==> src/rtl/cpu_bus_pkg.sv <==
// Shared types and constants for the CPU external bus controller.
package cpu_bus_pkg;

  typedef enum logic {
    IDLE,
    ACCESS
  } state_t;

  localparam logic [1:0] REG_SRAM = 2'd0;
  localparam logic [1:0] REG_IO   = 2'd1;
  localparam logic [1:0] REG_EXT  = 2'd2;
  localparam logic [1:0] REG_ROM  = 2'd3;

  localparam logic [31:0] ERR_DATA_DFLT = 32'hFFFF_FFFF;

  function automatic logic [3:0] region_onehot(
    input logic [1:0] r
  );
    logic [3:0] oh;
    oh    = '0;
    oh[r] = 1'b1;
    return oh;
  endfunction

endpackage

==> src/rtl/cpu_bus_region_dec.sv <==
// Address-region decode: one-hot chip select and wait-mode select.
module cpu_bus_region_dec
  import cpu_bus_pkg::*;
(
  input  logic [1:0] i_region,
  output logic [3:0] o_cs,
  output logic       o_fixed
);

  always_comb begin
    o_cs    = region_onehot(i_region);
    o_fixed = 1'b0;
    unique case (i_region)
      REG_SRAM: o_fixed = 1'b1;
      REG_IO,
      REG_EXT,
      REG_ROM:  o_fixed = 1'b0;
    endcase
  end

endmodule

==> src/rtl/cpu_bus_ctrl.sv <==
// CPU strobe bus to device req/ack bridge with wait states and timeout.
module cpu_bus_ctrl
  import cpu_bus_pkg::*;
#(
  parameter int            AW       = 32,
  parameter int            DW       = 32,
  parameter int            WAIT0    = 2,
  parameter int            TIMEOUT  = 255,
  parameter logic [DW-1:0] ERR_DATA = ERR_DATA_DFLT
) (
  input  logic          i_clk,
  input  logic          i_rst,
  input  logic          i_cpu_bus_clk,
  input  logic          i_cpu_we,
  input  logic [AW-1:0] i_cpu_addr,
  input  logic [DW-1:0] i_cpu_wdata,
  output logic [DW-1:0] o_cpu_rdata,
  output logic          o_cpu_ready,
  output logic          o_dev_req,
  output logic          o_dev_we,
  output logic [AW-1:0] o_dev_addr,
  output logic [DW-1:0] o_dev_wdata,
  output logic [3:0]    o_dev_cs,
  input  logic          i_dev_ack,
  input  logic [DW-1:0] i_dev_rdata,
  output logic          o_bus_err,
  output logic          o_overrun,
  input  logic          i_err_clr
);

  localparam int CMAX = (WAIT0 > TIMEOUT) ? WAIT0 : TIMEOUT;
  localparam int CW   = (CMAX < 1) ? 1 : $clog2(CMAX + 1);

  state_t          r_state;
  state_t          w_state_nxt;
  logic            r_hist;
  logic [CW-1:0]   r_cnt;
  logic            r_req;
  logic            r_we;
  logic [AW-1:0]   r_addr;
  logic [DW-1:0]   r_wdata;
  logic [3:0]      r_cs;
  logic [DW-1:0]   r_rdata;
  logic            r_ready;
  logic            r_err;
  logic            r_ovr;

  logic            w_edge;
  logic            w_start;
  logic            w_done;
  logic            w_tmo;
  logic            w_cnt_zero;
  logic            w_ovr_set;
  logic [3:0]      w_cs;
  logic            w_fixed;

  cpu_bus_region_dec u_dec (
    .i_region (i_cpu_addr[AW-1:AW-2]),
    .o_cs     (w_cs),
    .o_fixed  (w_fixed)
  );

  assign w_edge     = i_cpu_bus_clk & ~r_hist;
  assign w_cnt_zero = (r_cnt == '0);
  assign w_ovr_set  = w_edge & (r_state != IDLE);

  always_ff @(posedge i_clk or negedge i_rst) begin
    if (!i_rst) r_state <= IDLE;
    else        r_state <= w_state_nxt;
  end

  // Region 0 completes on count alone; others on ack, else timeout.
  always_comb begin
    w_state_nxt = r_state;
    w_start     = 1'b0;
    w_done      = 1'b0;
    w_tmo       = 1'b0;
    unique case (r_state)
      IDLE: begin
        if (w_edge) begin
          w_start     = 1'b1;
          w_state_nxt = ACCESS;
        end
      end
      ACCESS: begin
        if (r_cs[REG_SRAM]) begin
          w_done = w_cnt_zero;
        end else if (i_dev_ack) begin
          w_done = 1'b1;
        end else if (w_cnt_zero) begin
          w_done = 1'b1;
          w_tmo  = 1'b1;
        end
        if (w_done) w_state_nxt = IDLE;
      end
    endcase
  end

  always_ff @(posedge i_clk or negedge i_rst) begin
    if (!i_rst) begin
      r_cnt <= '0;
    end else if (w_start) begin
      r_cnt <= w_fixed ? CW'(WAIT0) : CW'(TIMEOUT);
    end else if (r_state == ACCESS && !w_done) begin
      r_cnt <= r_cnt - CW'(1);
    end
  end

  always_ff @(posedge i_clk or negedge i_rst) begin
    if (!i_rst) begin
      r_hist  <= 1'b0;
      r_req   <= 1'b0;
      r_we    <= 1'b0;
      r_addr  <= '0;
      r_wdata <= '0;
      r_cs    <= '0;
      r_rdata <= '0;
      r_ready <= 1'b0;
    end else begin
      r_hist  <= i_cpu_bus_clk;
      r_ready <= w_done;
      if (w_start) begin
        r_req   <= 1'b1;
        r_we    <= i_cpu_we;
        r_addr  <= i_cpu_addr;
        r_wdata <= i_cpu_wdata;
        r_cs    <= w_cs;
      end else if (w_done) begin
        r_req <= 1'b0;
        r_cs  <= '0;
      end
      if (w_done && !r_we) begin
        r_rdata <= w_tmo ? ERR_DATA : i_dev_rdata;
      end
    end
  end

  // Sticky flags: a same-cycle set beats the clear.
  always_ff @(posedge i_clk or negedge i_rst) begin
    if (!i_rst) begin
      r_err <= 1'b0;
      r_ovr <= 1'b0;
    end else begin
      if (w_tmo)          r_err <= 1'b1;
      else if (i_err_clr) r_err <= 1'b0;
      if (w_ovr_set)      r_ovr <= 1'b1;
      else if (i_err_clr) r_ovr <= 1'b0;
    end
  end

  assign o_cpu_rdata = r_rdata;
  assign o_cpu_ready = r_ready;
  assign o_dev_req   = r_req;
  assign o_dev_we    = r_we;
  assign o_dev_addr  = r_addr;
  assign o_dev_wdata = r_wdata;
  assign o_dev_cs    = r_cs;
  assign o_bus_err   = r_err;
  assign o_overrun   = r_ovr;

endmodule

==> config.mk <==
export PLATFORM = sky130hd
export DESIGN_NAME = cpu_bus_ctrl
export DESIGN_NICKNAME = d
export VERILOG_FILES = /design/src/rtl/cpu_bus_pkg.sv /design/src/rtl/cpu_bus_region_dec.sv /design/src/rtl/cpu_bus_ctrl.sv
export SDC_FILE = /design/constraint.sdc
export NUM_CORES = 1
export LEC_CHECK = 0
export BUFFER_PORTS_ARGS = -buffer_cell sky130_fd_sc_hd__buf_2
export CORE_MARGIN = 10
export CORE_UTILIZATION = 45
export DETAILED_ROUTE_END_ITERATION = 10
export PLACE_DENSITY = 0.77
export SLEW_MARGIN = 30
export SYNTH_ARGS = -nofsm -noshare
export SYNTH_HDL_FRONTEND = slang
export SYNTH_SLANG_ARGS = --single-unit
==> constraint.sdc <==
create_clock -name i_clk -period 4 [get_ports i_clk]
set_clock_uncertainty 0.2 [all_clocks]
set_input_delay 0.8 -clock i_clk [delete_from_list [all_inputs] [get_ports i_clk]]
set_output_delay 0.8 -clock i_clk [all_outputs]
set_load 0.1 [all_outputs]
### After elaboration in Yosys (flattened, before gate mapping)

Cells that the tools add are included.
Widths: inputs -> output; s select.

* add/subtract/negate cells: 1
* equal/unequal tests: 3
* multiply operators: 0
* shift-type cells: 0
* reduce and logical (&&, ||, !) cells: 12
* order comparisons: 2
* multiplexer cells: 26
* divide/modulo/power cells: 0
* bitwise operators: 4

Operators with widths (number)
* $mux 32: 1
* $mux 8: 3
* $mux 1: 17
* $logic_not 8->1: 1
* $mux 4: 2
* $reduce_bool 2->1: 4
* $sub 8x1->8 const B: 1
* $eq 2x2->1 const B: 2
* $pmux 1 s2: 2
* $logic_and 1x1->1: 3
* $lt 2x3->1 const B: 1
* $reduce_or 3->1: 1
* $and 1x1->1: 2
* $demux 1 s2: 1
* $eq 2x1->1 const B: 1
* $ge 2x1->1 const B: 1
* $logic_not 1->1: 2
* $logic_not 2->1: 1
* $not 1->1: 2

* ROM bits: 0
* flip-flop bits (word level): 115
* output and inout bits: 105
* memories kept: 0
* memory bits (writable): 0
* bits in latches: 0

### Longest topological paths before layout

* depth after elaboration: 10
* gate-level depth with buffers: 8

### Cells and area by module

A second synthesis with hierarchy kept.

* cell total of the unflattened synthesis: 443
* area, all modules: 4525.6 um^2

By module, submodules not included
* cpu_bus_ctrl: cells each 438, area an instance 4491.8 um^2, sequential area each 2877.8 um^2, instances 1
* cpu_bus_region_dec: cells each 5, area an instance 33.8 um^2, sequential area each 0.0 um^2, instances 1

### Least setup slack after synthesis

Ideal clock, no wire load.

* kind: reg-to-reg
* start point: register r_cs[0] (netlist: o_dev_cs[0])
* end point: register r_rdata[10] (netlist: o_cpu_rdata[10])
* arrival: 1.920 ns
* cell stages (with the launch flop): 6
* setup slack: 1.755 ns
* path buffers: 2
* cell sequence: dfrtp_1 > a31oi_1 > or3b_1 > buf_6 > buf_6 > o22a_1

* longest elaborated chain between the ends: 4

Ends and longest elaborated chain
* start: declaration: line cpu_bus_ctrl.sv:42 `logic [3:0] r_cs;`
* start signal: assignment: line cpu_bus_ctrl.sv:127 `r_cs <= w_cs;`
* $mux 1: line cpu_bus_ctrl.sv:86 `if (r_cs[REG_SRAM]) begin`
* $mux 1 (2 in a row): line cpu_bus_ctrl.sv:78 `unique case (r_state)`
* $logic_and 1x1->1: line cpu_bus_ctrl.sv:132 `if (w_done && !r_we) begin`
* end signal: assignment: line cpu_bus_ctrl.sv:133 `r_rdata <= w_tmo ? ERR_DATA : i_dev_rdata;`
* end: declaration: line cpu_bus_ctrl.sv:43 `logic [DW-1:0] r_rdata;`

Several ways; a longest one is shown, not always the timed one. The select of a mux whose other input is x is not followed.
A chain may end at the register's enable or synchronous reset.

### Final worst setup path

* start point: register r_state
* end point: register r_cnt[0]

* longest elaborated chain between the ends: 4

Ends and longest elaborated chain
* start: declaration: line cpu_bus_ctrl.sv:34 `state_t r_state;`
* start signal: assignment: line cpu_bus_ctrl.sv:69 `else r_state <= w_state_nxt;`
* $mux 1: line cpu_bus_ctrl.sv:78
* $logic_not 1->1: line cpu_bus_ctrl.sv:104 `end else if (r_state == ACCESS && !w_done) begin`
* $logic_and 1x1->1: line cpu_bus_ctrl.sv:104
* $reduce_bool 2->1 (no source line)
* end signal: assignment: line cpu_bus_ctrl.sv:103 `r_cnt <= w_fixed ? CW'(WAIT0) : CW'(TIMEOUT);`
* end signal: assignment: line cpu_bus_ctrl.sv:105 `r_cnt <= r_cnt - CW'(1);`
* end: declaration: line cpu_bus_ctrl.sv:37 `logic [CW-1:0] r_cnt;`

Several ways; a longest one is shown, not always the timed one.

==> metrics.yaml <==
setup_viol: 0
hold_violations: 0
reg2reg_from: "r_state"
dr.pass1.iters: 4
holdWs_ns: 0.1064
syn_avg_cell_area_um2: 10.21
fin_nets: 753
crit_type: "flop to flop"
synth_top_area_share: 0.6362
fin_tns_setup_ns: 0
syn_area_um2: 4523
postCtsHoldBufs: 0
die_y_um: 120.3
post_synth_most_frequent_cells: "nand2_1, dfrtp_1, o22a_1, clkbuf_1"
tritoncts: "built"
chipWidth_um: 120.3
min_period_ns: 2.537
max_slew_margin: 0.4999
outcome: "finished, final reports clean"
drc: 0
synthTopCellsByArea: "dfrtp_1, nand2_1, o22a_1, clkbuf_1, buf_6"
pin_count: 207
rsz0062_at_grt: "no"
fillers: 853
syn2layout_area_growth_pct: 36.74
via_count: 3965
antenna_left: 0
core_um2: 9774
io_buffers: 206
cts_made_buffers: 17
hold_class: "primary input to asynchronous set/reset pin"
grt_use_total: 0.1844
synthesis.nets: 547
crit_required_ns: 4.18
slowest_stage: "or3b_2"
hpwl_um: 9916
critPathCaptureType: "flop"
grt_pass1_vias: 4231
reg2regPathDepth: 4
synth_seq_cells: 115
r2r_slack_ns: 1.46
syn_inst: 443
cts_max_path_buffers: 2
globalRouteOverflowTotal: 0
rows: 36
placed_area_um2: 5663
drv_slew: 0
avgRoutedWirePerCell_um: 16.76
drtIter0Drc: 269
initial_core_util: 0.4627
clk_latency_ns: 0.50
routed_wl_um: 13330
clkSinkCount: 115
ctsHtreeMaxLevel: 4
path_clk_slew_ns: 0.05
yosysUniqueCellTypes: 42
worst_slew_pin_slew_ns: 0.7501
drive_above_1_share: 0.3776
crit_chain: "or3b_2 -> nor3_1 -> a211oi_1 -> o22a_1"
ys_seq_area_frac: 0.6362
cts_resized: 0
synthArstFlopShare: 1.000
crit_family: "simple AND/OR/NAND/NOR gates"
grt_pass1_wl_um: 21680
cp-start-kind: "flop"
multi_input_area_um2: 1499
post-route-period-util: 0.6342
ys_warn_count: 0
fin_area_um2: 6185
crit_fanout: 35
ff_latch_area_um2: 2878
clock-root-buffer: "clkbuf_8"
max_freq_mhz: 394.2
gp_congestion: 0.7937
post_cts_buffers: 0
dieArea_um2: 14460
synth.most_common_cell: "nand2_1"
avgViaCountPerCell: 4.987
antenna_found_initial: 0
max_cap_violations: 0
synth_ff_type: "dfrtp_1"
n_antenna_cell: 0
rr_endpoint: "r_cnt[0]"
cpPeakStageDelay_ns: 0.86
synth-edff-count: 0
grt_start_max_net_pins: 77
yosysTopAreaCell: "dfrtp_1"
crit_arrival_ns: 2.72
crit_buf_inv: 0
-- how the worst max path moves through the flow --
stage	startpoint	endpoint	slack (ns)	depth (start not counted)
after floorplan	o_dev_cs[0]	o_cpu_rdata[10]	1.76	5
final	r_state	r_cnt[0]	1.46	4
after global placement	i_cpu_bus_clk	r_cnt[0]	1.28	5
after CTS	r_cnt[0]	o_cpu_rdata[31]	1.41	6
after global routing	r_state	r_cnt[0]	1.34	4
after detailed placement	i_cpu_bus_clk	r_cnt[0]	1.24	5
-- state kept, by name, summed over array words and instances (netlist names), 4 cells and up --
register and flops:
o_cpu_rdata 32, o_dev_cs 4, o_dev_addr 32, o_dev_wdata 32
r_cnt 8
-- cells in the final DEF (no fill, tap or decap), types with 4 or more instances in the layout --
cell type,instances
nor2_1,4
inv_1,7
dfrtp_1,115
buf_2,205
clkinv_2,7
buf_4,5
o21ai_0,7
clkbuf_1,4
o22a_1,31
nand2_1,203
clkbuf_16,16
-- per-layer routing --
metal  vias to the layer above  global-route usage  routed length [um]
met5                         -                   0                   0
met4                         0             0.06410                 154
met3                        15             0.09912                1705
met2                       188              0.2844                6017
met1                      1881              0.2153                5448
li1                       1881                   -                   -
-- worst register-to-register path, cell delays in order, from the launching register on --
cell and delay, ns:
dfrtp_1 0.59, or3b_2 0.86, nor3_1 0.45, a211oi_1 0.09, o22a_1 0.22
-- area by class of cell --
class	instances	share of cell area
Sequential cell	115	0.4653
Multi-Input combinational cell	295	0.2424
Timing Repair Buffer	213	0.1774
Clock buffer	21	0.06939
Tap cell	133	0.02691
Clock inverter	11	0.01436
Inverter	7	0.004248
-- stage by stage --
| stage | setup WS, ns | utilization | std cells |
|---|---|---|---|
| 6_report | 1.463 | 0.6327 | 795 |
| 5_1_grt | 1.344 | 0.6327 | 795 |
| 4_1_cts | 1.412 | 0.6324 | 795 |
| 3_5_place_dp | 1.239 | 0.5794 | 763 |
| 3_3_place_gp | 1.278 | 0.5771 | 761 |
| 2_1_floorplan | 1.755 | - | 443 |
-- cell families (layout without fill, tap and decap cells) --
logic type      Yosys count  count (layout)  share of synthesized area
simple gates            228             228                     0.2083
flops                   115             115                     0.6362
buf+inv                  33             252                    0.03485
compound gates           65              65                     0.1151
fa+ha+maj                 2               2                   0.005532
Power is not shown: default switching activity piles up to over one toggle a cycle in this logic, so the estimate is an artifact.
